`src/rtl/mod_counter_seq.sv`:
```
// Programmable modulo-N step counter with a config port and a start/pause/abort run sequencer.
// Reports wraps, wrap count, run state and rejected config writes. All outputs are registered.
module mod_counter_seq #(
  parameter int unsigned CW = 3,
  parameter int unsigned WW = 4
) (
  input  logic          clk,
  input  logic          reset,
  input  logic          cfg_we,
  input  logic [CW-1:0] cfg_mod,
  input  logic [WW-1:0] cfg_wraps,
  input  logic          start,
  input  logic          pause,
  input  logic          abort,
  output logic [CW-1:0] count,
  output logic          wrap,
  output logic [WW-1:0] wrap_cnt,
  output logic [1:0]    state,
  output logic          busy,
  output logic          done,
  output logic          cfg_err
);

  typedef enum logic [1:0] {
    S_IDLE  = 2'd0,
    S_RUN   = 2'd1,
    S_PAUSE = 2'd2,
    S_DONE  = 2'd3
  } state_t;

  state_t        r_state;
  logic [CW-1:0] r_count;
  logic [CW-1:0] r_mod;
  logic [WW-1:0] r_wraps;
  logic [WW-1:0] r_wrap_cnt;
  logic          r_wrap;
  logic          r_busy;
  logic          r_done;
  logic          r_cfg_err;

  logic          w_cfg_ok;
  logic          w_at_term;
  logic [WW-1:0] w_wrap_cnt_nxt;

  // Config writes only land while no run is active, and a zero modulus is illegal.
  assign w_cfg_ok       = ((r_state == S_IDLE) || (r_state == S_DONE)) && (cfg_mod != '0);
  assign w_at_term      = (r_count == r_mod);
  assign w_wrap_cnt_nxt = r_wrap_cnt + WW'(1);

  always_ff @(posedge clk) begin
    if (reset) begin
      r_state    <= S_IDLE;
      r_count    <= '0;
      r_mod      <= CW'(5);
      r_wraps    <= WW'(1);
      r_wrap_cnt <= '0;
      r_wrap     <= 1'b0;
      r_busy     <= 1'b0;
      r_done     <= 1'b0;
      r_cfg_err  <= 1'b0;
    end else begin
      r_wrap    <= 1'b0;
      r_cfg_err <= 1'b0;
      if (abort) begin
        r_state    <= S_IDLE;
        r_count    <= '0;
        r_wrap_cnt <= '0;
        r_busy     <= 1'b0;
        r_done     <= 1'b0;
      end else if (start) begin
        // A write in the same cycle as start loses and is reported as rejected.
        r_state    <= S_RUN;
        r_count    <= '0;
        r_wrap_cnt <= '0;
        r_busy     <= 1'b1;
        r_done     <= 1'b0;
        r_cfg_err  <= cfg_we;
      end else begin
        if (cfg_we) begin
          if (w_cfg_ok) begin
            r_mod   <= cfg_mod;
            r_wraps <= cfg_wraps;
          end else begin
            r_cfg_err <= 1'b1;
          end
        end
        unique case (r_state)
          S_RUN: begin
            if (pause) begin
              r_state <= S_PAUSE;
            end else if (w_at_term) begin
              r_count    <= '0;
              r_wrap     <= 1'b1;
              r_wrap_cnt <= w_wrap_cnt_nxt;
              // A zero budget means the run continues until aborted.
              if ((r_wraps != '0) && (w_wrap_cnt_nxt == r_wraps)) begin
                r_state <= S_DONE;
                r_busy  <= 1'b0;
                r_done  <= 1'b1;
              end
            end else begin
              r_count <= r_count + CW'(1);
            end
          end
          S_PAUSE: begin
            if (!pause) begin
              r_state <= S_RUN;
            end
          end
          default: begin
          end
        endcase
      end
    end
  end

  assign count    = r_count;
  assign wrap     = r_wrap;
  assign wrap_cnt = r_wrap_cnt;
  assign state    = r_state;
  assign busy     = r_busy;
  assign done     = r_done;
  assign cfg_err  = r_cfg_err;

endmodule

```
`config.mk`:
```
export PLATFORM = sky130hd
export DESIGN_NAME = mod_counter_seq
export DESIGN_NICKNAME = d
export VERILOG_FILES = /design/src/rtl/mod_counter_seq.sv
export SDC_FILE = /design/constraint.sdc
export NUM_CORES = 1
export LEC_CHECK = 0
export CAP_MARGIN = 25
export CORE_UTILIZATION = 30
export DETAILED_ROUTE_END_ITERATION = 12
export PLACE_DENSITY = 0.53
export SLEW_MARGIN = 0
export SYNTH_ARGS = -nofsm -noshare
export SYNTH_HDL_FRONTEND = slang
export SYNTH_SLANG_ARGS = --single-unit
```
`constraint.sdc`:
```
create_clock -name clk -period 2.3 [get_ports clk]
set_input_delay 0.46 -clock clk [delete_from_list [all_inputs] [get_ports clk]]
set_output_delay 0.46 -clock clk [all_outputs]
set_load 0.02 [all_outputs]
```
==> run_results.csv, run 1 <==
group,metric,value,unit
clock_network,postCtsSetupBuffers,0,
sta,period_needed,1920,ps
worst_setup_path,r2r-start,"state[0]",
worst_setup_path,critPathTopFamily,"buffers and inverters",
power_and_ir_drop,pwr_density_cell,475,nW/um2
logic_synthesis,async_flop_share,0,%
sta,finalHoldViolCount,0,
worst_setup_path,cp_slowest_cell,"clkdlybuf4s50_1",
routing,wl_met3,92,um
cells_and_area,instances_no_fill,179,
clock_network,cts_tree,"done",
run_status,status,"finished clean",
worst_setup_path,cp_max_fo,7,
worst_setup_path,cp-startpoint,"wrap_cnt[0]",
worst_setup_path,start_kind,"flip-flop",
hold_path,holdPathStages,2,
cells_and_area,antenna_cells,0,
clock_network,cts-htree-levels,1,
worst_setup_path,required,1840,ps
grt,grt_start_max_net_pins,12,
power_and_ir_drop,peakVddDrop,0.347,mV
logic_synthesis,synthMuxAreaShare,7.18,%
logic_synthesis,synth_edf_count,0,
sta,skew,3.15,ps
placed_design,place_congestion,0.761,
cells_and_area,area_growth,36.9,%
routing,drtAntennaViolNets,0,
placed_design,dp_worst_setup_slack,229,ps
logic_synthesis,post-synth-top-count-cell,"dfxtp_1",
clock_network,cts_buffer_depth,2,
clock_network,ctsResizeCount,0,
grt,gr-total-overflow,0,
sta,max_freq,521,MHz
logic_synthesis,ys_ff_latch,20,
sta,slew_headroom,69.1,%
grt,grt_pass1_wl,3060,um
grt,grt.total_usage,11.9,%
logic_synthesis,yosys_warnings,0,
worst_setup_path,critPathArrivalTime,1460,ps
routing,drc_errors,0,
clock_network,numCtsBuffers,3,
logic_synthesis,synth_adder_area_share,5.04,%
logic_synthesis,synth.cell_area,993,um2
power_and_ir_drop,p_leak,0.494,nW
logic_synthesis,synth-main-ff-cell,"dfxtp_1",
cells_and_area,drive_gt1_share,11.1,%
job,drv_cap,0,
routing,wl,2020,um
logic_synthesis,syn_nets,121,
logic_synthesis,syn_area_per_cell,9.55,um2
sta,worst_slack,382,ps
logic_synthesis,synth_cell_types,35,
sta,worst_pin_slew,460,ps
clock_network,clock_sinks,20,
worst_setup_path,path_buf_inv,1,
logic_synthesis,synth-compound-area-share,13.2,%
clock_network,cts-root-buf,"clkbuf_4",
sta,tns,0,ps
cells_and_area,nNetsFinal,153,
routing,wl_met1,1080,um
sta,rsz0062_at_grt,"false",
floorplan,io_pins,26,
placed_design,dp_cells,175,
logic_synthesis,seq_area_frac_synth,40.3,%
placed_design,dp_hpwl,1580,um
clock_network,clk_latency,300,ps
routing,num_vias,853,
logic_synthesis,synth_xor_area_share,8.82,%
hold_path,hp-class,"flip-flop to flip-flop",
worst_setup_path,worstSetupEndpointType,"output pin",
clock_network,cts_hold_buf,0,
floorplan,die_w,59.5,um
logic_synthesis,synth.area.top_cells,"dfxtp_1 (40%), xor2_1 (6.2%), mux2i_1 (6.0%)",
hold_path,hold_start,"busy",
placed_design,port_buffers,25,
sta,fin_crit_sh,83.4,%
grt,grt_pass1_vias,682,
logic_synthesis,synth_top_family_by_area,"simple AND/OR/NAND/NOR gates",
logic_synthesis,synthTopCellsByCount,"dfxtp_1 (20), nor2_1 (16), xor2_1 (7)",
routing,wl_per_cell,11.3,um
grt,antenna_found_initial,0,
sta,finalMaxSlewViolations,0,
sta,setup_viol,0,
clock_network,clkTransAtPathRegs,110,ps
floorplan,initial_core_util,32.0,%
worst_setup_path,crit_chain,"clkdlybuf4s50_1",
floorplan,coreArea,3100,um2
worst_setup_path,r2r_cells,7,
worst_setup_path,crit_type,"flip-flop to output pin",
worst_setup_path,critical-path-max-stage-delay,660,ps
logic_synthesis,yosys.area.top_type,"dfxtp_1",
floorplan,rows,20,
floorplan,chipHeight,59.5,um
worst_setup_path,cp.depth,1,
logic_synthesis,synth-simple-area-share,23.0,%
routing,met2WireLength,834,um
floorplan,die-area,3550,um2
logic_synthesis,synth_cells,104,
routing,initialDrtViolationCount,33,
routing,routed.top_layer,"met4",
routing,viasPerCell,4.77,
routing,dr.pass1.iters,4,
logic_synthesis,yosys.area.top_type_share,40.3,%
-- report_power, final --
part	total, mW	switching (mW)	internal [mW]
combinational	0.0803	0.0360	0.0443
clock	0.205	0.108	0.0966
sequential	0.360	0.00602	0.354
-- metrics by stage --
step | hold slack [ps] | power [mW] | util [%] | cell area [um2]
after global placement | 455 | 0.447 | 42.7 | 1320
final | 468 | 0.645 | 43.8 | 1360
after floorplan | 480 | 0.408 | - | 993
after global routing | 510 | 0.680 | 43.8 | 1360
after CTS | 477 | 0.656 | 43.8 | 1360
after detailed placement | 455 | 0.449 | 42.7 | 1320
-- cell type report --
| type | instances | area, um2 |
|---|---|---|
| fillers | 323 | 1740 |
| multi-input cells | 78 | 569 |
| flip-flops and latches | 20 | 400 |
| repair buffers | 30 | 288 |
| well taps | 44 | 55.1 |
| clock buffers | 4 | 36.3 |
| inverters | 3 | 11.3 |
-- layout by cell type, fill, tap and decap left out, drive strengths merged, types with 4 or more instances in the layout --
master | netlist | final
buf | 1 | 5
clkbuf | 2 | 4
clkdlybuf4s50 | 0 | 25
dfxtp | 20 | 20
ha | 4 | 4
mux2i | 6 | 6
nand2 | 5 | 5
nor2 | 16 | 16
nor2b | 4 | 4
xor2 | 7 | 7
-- cell families after synthesis --
| kind of cell | Yosys count |
|---|---|
| muxes | 7 |
| adders and majority gates | 4 |
| buffers and inverters | 6 |
| AOI/OAI and AO/OA | 16 |
| DFF | 20 |
| and+or+nand+nor | 41 |
| xor gates and xnor gates | 10 |
-- registers in the layout (all words and copies together), names as in the netlist --
| register | cells |
|---|---|
| state | 2 |
| wrap_cnt | 4 |
| r_wraps | 4 |
| busy | 1 |
| cfg_err | 1 |
| r_mod | 3 |
| count | 3 |
| wrap | 1 |
| done | 1 |
-- path summary, 6_finish.rpt --
check                end  slack, ps
max reg2reg     r_mod[0]        500
max          wrap_cnt[0]        380
min reg2reg         busy        470
min                 busy        470
-- layer usage --
| metal | vias to the layer above | GRT usage (%) |
|---|---|---|
| li1 | 428 | - |
| met1 | 393 | 17.3 |
| met2 | 30 | 16.4 |
| met3 | 2 | 4.59 |
| met4 | 0 | 2.99 |
| met5 | - | 0 |
(Power assumes the default switching activity.)
==> run 2: changes to the inputs <==
- PLACE_DENSITY: 0.53 -> 0.55
- clock period: 2.3 -> 1.6 ns (I/O delays scaled with it)
==> run 2 against run 1 <==
- the flow now finishes with violations (negative setup slack)
- clock power up 29%
- clock skew up 6.0 ps
- critical path depth up 6
- via count up 9.3%
- register-to-register slack worse by 520 ps
- final area up 18%
- routed wire length up 21%
- die area unchanged
- power up 45%
- largest cell class unchanged
- non-clock buffer count up 23
- flip-flop and latch count unchanged
- critical endpoint is now state[1]
- critical path type is now flip-flop to flip-flop
- clock-buffer cell count unchanged
==> run_results.csv, run 2 (same netlist as run 1, synthesis figures left out) <==
group,metric,value,unit
sta,max_freq,617,MHz
cells_and_area,mostFrequentLayoutCells,"buf_4 (26), nor2_1 (16), dfxtp_1 (16), clkdlybuf4s50_1 (13), dlygate4sd2_1 (10)",
floorplan,chipHeight,59.5,um
run_status,violations,"negative setup slack",
grt,grt_pass1_wl,3620,um
grt,gr-total-overflow,0,
grt,grt_pass1_vias,830,
cells_and_area,nNetsFinal,176,
clock_network,clk_latency,310,ps
worst_setup_path,cp_slowest_cell,"dfxtp_4",
hold_path,hold_end,"done",
worst_setup_path,critPathArrivalTime,1880,ps
cells_and_area,drive_gt1_share,30.4,%
cells_and_area,area_growth,61.7,%
worst_setup_path,critical-path-max-stage-delay,400,ps
cells_and_area,fill_cells,301,
sta,worst_pin_slew,424,ps
hold_path,hp-class,"flip-flop to flip-flop",
placed_design,placedInstanceArea,1460,um2
job,drv_cap,0,
grt,antenna_found_initial,0,
worst_setup_path,rr_endpoint,"state[1]",
floorplan,io_pins,26,
floorplan,coreArea,3100,um2
cells_and_area,final_common_cell,"buf_4",
hold_path,hold_start,"done",
worst_setup_path,crit_type,"flip-flop to flip-flop",
power_and_ir_drop,p_total,0.933,mW
worst_setup_path,cp-startpoint,"wrap_cnt[0]",
placed_design,port_buffers,25,
placed_design,dp_hpwl,1760,um
routing,wl,2450,um
clock_network,clkTransAtPathRegs,130,ps
hold_path,holdPathStages,1,
worst_setup_path,r2r-start,"wrap_cnt[0]",
cells_and_area,antenna_cells,0,
sta,rsz0062_at_grt,"true",
grt,grt.total_usage,13.7,%
clock_network,clock_sinks,20,
floorplan,rows,20,
worst_setup_path,r2r_setup_slack,-20,ps
power_and_ir_drop,p_leak,0.702,nW
worst_setup_path,r2r_cells,7,
worst_setup_path,path_buf_inv,2,
routing,wl_per_cell,12.1,um
worst_setup_path,required,1860,ps
grt,grt_start_max_net_pins,12,
sta,slew_headroom,71.6,%
routing,num_vias,932,
worst_setup_path,critPathTopFamily,"flip-flops",
routing,drc_errors,0,
clock_network,cts_hold_buf,0,
floorplan,die-area,3550,um2
sta,finalHoldViolCount,0,
floorplan,initial_core_util,32.0,%
cells_and_area,final_core_util,51.8,%
power_and_ir_drop,pwr_density_cell,581,nW/um2
cells_and_area,design_area,1610,um2
routing,dr.pass1.iters,4,
worst_setup_path,cp.depth,7,
power_and_ir_drop,peakVddDrop,0.385,mV
sta,setup_viol,2,
sta,finalMaxSlewViolations,0,
clock_network,cts_tree,"done",
worst_setup_path,cp_max_fo,4,
clock_network,cts_buffer_depth,2,
worst_setup_path,worstSetupEndpointType,"flip-flop",
sta,fin_crit_sh,101,%
clock_network,cts-htree-levels,1,
sta,period_needed,1620,ps
clock_network,cts-root-buf,"clkbuf_4",
clock_network,numCtsBuffers,3,
sta,skew,9.17,ps
routing,viasPerCell,4.61,
sta,worst_slack,-20.8,ps
placed_design,dp_worst_setup_slack,-190,ps
routing,initialDrtViolationCount,20,
worst_setup_path,start_kind,"flip-flop",
placed_design,place_congestion,0.787,
routing,drtAntennaViolNets,0,
worst_setup_path,crit_chain,"buf_6 -> nand4_1 -> and3_4 -> o2111ai_2 -> buf_4 -> mux2_2 -> nand3_1",
floorplan,die_w,59.5,um
run_status,status,"finished with violations",
run 2: cell count changes in the layout (fill, tap and decap cells not counted), moves of 3 or more:
| cell | previous run | this run |
|---|---|---|
| ha_1 | 4 | 1 |
| clkdlybuf4s50_1 | 25 | 13 |
| dfxtp_1 | 20 | 16 |
| dlygate4sd2_1 | 0 | 10 |
| buf_4 | 5 | 26 |
| ha_4 | 0 | 3 |
run 2: how the worst max path moves through the flow:
stage / to / slack (ps)
3_5_place_dp: r_mod[2] / -190
5_1_grt: state[1] / -110
2_1_floorplan: state[0] / 10
6_report: state[1] / -20
3_3_place_gp: wrap_cnt[3] / -170
4_1_cts: r_wraps[0] / -50
run 2: layout make-up:
| cell class | count | area (um2) | share of cell area (%) |
|---|---|---|---|
| flip-flops and latches | 20 | 410 | 25.5 |
| well taps | 44 | 55.1 | 3.43 |
| multi-input cells | 78 | 641 | 39.9 |
| clock buffers | 4 | 26.3 | 1.64 |
| repair buffers | 53 | 460 | 28.7 |
| inverters | 3 | 13.8 | 0.857 |
run 2: repair_timing:
action | CTS | global route
buffers inserted | 2 | 3
gates resized for setup | 14 | 16
cloned | 0 | 1
pin swaps | 5 | 11
setup endpoints to repair | 14 | 15
run 2: stage by stage:
step,hold slack [ps],TNS (ps),cells
2_1_floorplan,429,0,104
3_3_place_gp,452,-1490,192
3_5_place_dp,458,-1740,192
4_1_cts,487,-179,198
5_1_grt,501,-549,202
6_report,483,-26.4,202
run 2: power by group:
group,internal (mW),switching (mW)
sequential,0.507,0.00919
clock,0.0971,0.168
combinational,0.0862,0.0653
total,0.690,0.242
run 2: metal layers:
layer / vias to the layer above / track usage, % / part of all wire, %
li1: 476 / - / -
met1: 428 / 18.2 / 48
met2: 26 / 22.2 / 48
met3: 2 / 1.97 / 2.9
met4: 0 / 5.98 / 1.1
met5: - / 0 / 0
run 2: worst reg2reg max path, stage by stage (launching register included):
cell	delay, ps
dfxtp_4	400
buf_6	100
nand4_1	130
and3_4	210
o2111ai_2	200
buf_4	160
mux2_2	320
nand3_1	60
==> run 3: changes to the inputs <==
- CTS_BUF_LIST: not set -> sky130_fd_sc_hd__clkbuf_8
==> run 3 against run 2 <==
- the run still ends with negative setup slack left
- via count fell by 0.86%
- sequential power hardly changed
- cell count fell by 0.50%
- maximum frequency fell by 0.64%
- clock power is 30% higher
- routed wire length is 1.7% lower
- clock skew shrank 2.0 ps
- combinational power about the same
- flip-flop and latch count stayed put
- final area shrank 0.55%
- global-route usage rose by 1.1 points
- non-clock buffer count shrank 1
==> run_results.csv, run 3 (same netlist as run 1, synthesis figures left out) <==
group,metric,value,unit
routing,drtAntennaViolNets,0,
worst_setup_path,cp_max_fo,4,
worst_setup_path,worstSetupEndpointType,"flip-flop",
cells_and_area,drive_gt1_share,29.9,%
cells_and_area,nNetsFinal,175,
sta,whs,476,ps
worst_setup_path,path_buf_inv,2,
floorplan,die_w,59.5,um
cells_and_area,antenna_cells,0,
grt,grt_pass1_wl,3910,um
routing,initialDrtViolationCount,32,
power_and_ir_drop,p_total,1.01,mW
worst_setup_path,required,1810,ps
hold_path,hp-class,"flip-flop to flip-flop",
sta,worst_slack,-31.2,ps
grt,antenna_found_initial,0,
clock_network,clock_sinks,20,
sta,rsz0062_at_grt,"true",
worst_setup_path,critPathArrivalTime,1840,ps
power_and_ir_drop,peakVddDrop,0.415,mV
run_status,status,"finished with violations",
routing,wl_per_cell,12.0,um
placed_design,dp_hpwl,1760,um
grt,grt_start_max_net_pins,12,
worst_setup_path,r2r-start,"wrap_cnt[0]",
routing,drc_errors,0,
routing,dr.pass1.iters,4,
sta,fin_crit_sh,102,%
worst_setup_path,start_kind,"flip-flop",
cells_and_area,final_common_cell,"buf_4",
worst_setup_path,cp_slowest_cell,"dfxtp_4",
worst_setup_path,cp-startpoint,"wrap_cnt[0]",
sta,max_freq,613,MHz
sta,slew_headroom,71.6,%
floorplan,coreArea,3100,um2
cells_and_area,area_growth,60.8,%
clock_network,cts-root-buf,"clkbuf_8",
job,drv_cap,0,
hold_path,hold_start,"done",
floorplan,chipHeight,59.5,um
run_status,violations,"negative setup slack",
worst_setup_path,critPathTopFamily,"simple AND/OR/NAND/NOR gates",
sta,tns,-31.2,ps
clock_network,cts-htree-levels,1,
routing,wl,2410,um
sta,skew,7.21,ps
placed_design,port_buffers,25,
worst_setup_path,critical-path-max-stage-delay,370,ps
clock_network,numCtsBuffers,3,
clock_network,clkTransAtPathRegs,80,ps
clock_network,cts_hold_buf,0,
worst_setup_path,crit_chain,"buf_6 -> nand4_1 -> and3_4 -> o2111ai_2 -> buf_4 -> mux2_2 -> nand3_1",
floorplan,die-area,3550,um2
power_and_ir_drop,p_leak,0.682,nW
floorplan,rows,20,
sta,worst_pin_slew,424,ps
floorplan,initial_core_util,32.0,%
cells_and_area,instances_no_fill,201,
sta,finalMaxSlewViolations,0,
clock_network,cts_tree,"done",
cells_and_area,fill_cells,304,
floorplan,io_pins,26,
sta,finalHoldViolCount,0,
routing,num_vias,924,
clock_network,clk_latency,260,ps
grt,gr-total-overflow,0,
routing,viasPerCell,4.60,
worst_setup_path,crit_type,"flip-flop to flip-flop",
sta,setup_viol,1,
power_and_ir_drop,pwr_density_cell,631,nW/um2
sta,period_needed,1630,ps
clock_network,cts_buffer_depth,2,
grt,grt.total_usage,14.8,%
placed_design,dp_cells,192,
placed_design,place_congestion,0.787,
cells_and_area,mostFrequentLayoutCells,"buf_4 (26), dfxtp_1 (17), clkdlybuf4s50_1 (16), nor2_1 (15), dlygate4sd2_1 (8)",
grt,grt_pass1_vias,879,
## run 3: cell types whose count changed in the layout (fill, tap and decap cells not counted), sizes merged
cell | previous run | this run
clkbuf | 4 | 3
buf | 28 | 27
dlygate4sd2 | 10 | 8
inv | 3 | 4
clkdlybuf4s50 | 13 | 16
dlymetal6s2s | 2 | 1
## run 3: per-layer routing
layer	vias up	wire length, um	track usage [%]	part of all wire (%)
met3	2	52	2.62	2.2
met5	-	0	0	0
met1	434	1170	18.7	49
met4	0	17	4.98	0.71
li1	472	-	-	-
met2	16	1170	25.4	48
## run 3: final timing paths
kind,end,slack [ps],cells after the start
max reg2reg,state[1],-30,7
min,done,480,1
max,state[1],-30,7
min reg2reg,done,480,1
## run 3: cell type report
class | instances | area [um2] | area share (%)
timing repair buffer | 52 | 449 | 28.1
inverter | 3 | 13.8 | 0.861
sequential | 20 | 412 | 25.8
multi-input combinational | 78 | 623 | 39.0
tap | 44 | 55.1 | 3.45
clock buffer | 3 | 41.3 | 2.58
clock inverter | 1 | 3.75 | 0.235
## run 3: through the flow
stage	setup WS [ps]	utilization, %	instance area [um2]
2_1_floorplan	14.1	-	1000
3_3_place_gp	-174	47.0	1460
3_5_place_dp	-190	47.0	1460
4_1_cts	-40.9	49.8	1540
5_1_grt	-118	51.5	1600
6_report	-31.2	51.5	1600
## run 3: power by group
part | internal [mW] | switching [mW]
Sequential | 0.505 | 0.00908
Combinational | 0.0848 | 0.0645
Clock | 0.171 | 0.174
## run 3: what timing repair did
| item | in CTS | in global routing |
|---|---|---|
| buffers inserted | 2 | 2 |
| cloned | 1 | 0 |
| endpoints found under the setup margin | 12 | 15 |
| pin swaps | 7 | 10 |
| resized for setup | 15 | 10 |
## run 3: worst reg2reg max path, stage by stage, from the launching register on
cell	delay [ps]
dfxtp_4	370
buf_6	100
nand4_1	140
and3_4	210
o2111ai_2	230
buf_4	160
mux2_2	320
nand3_1	60
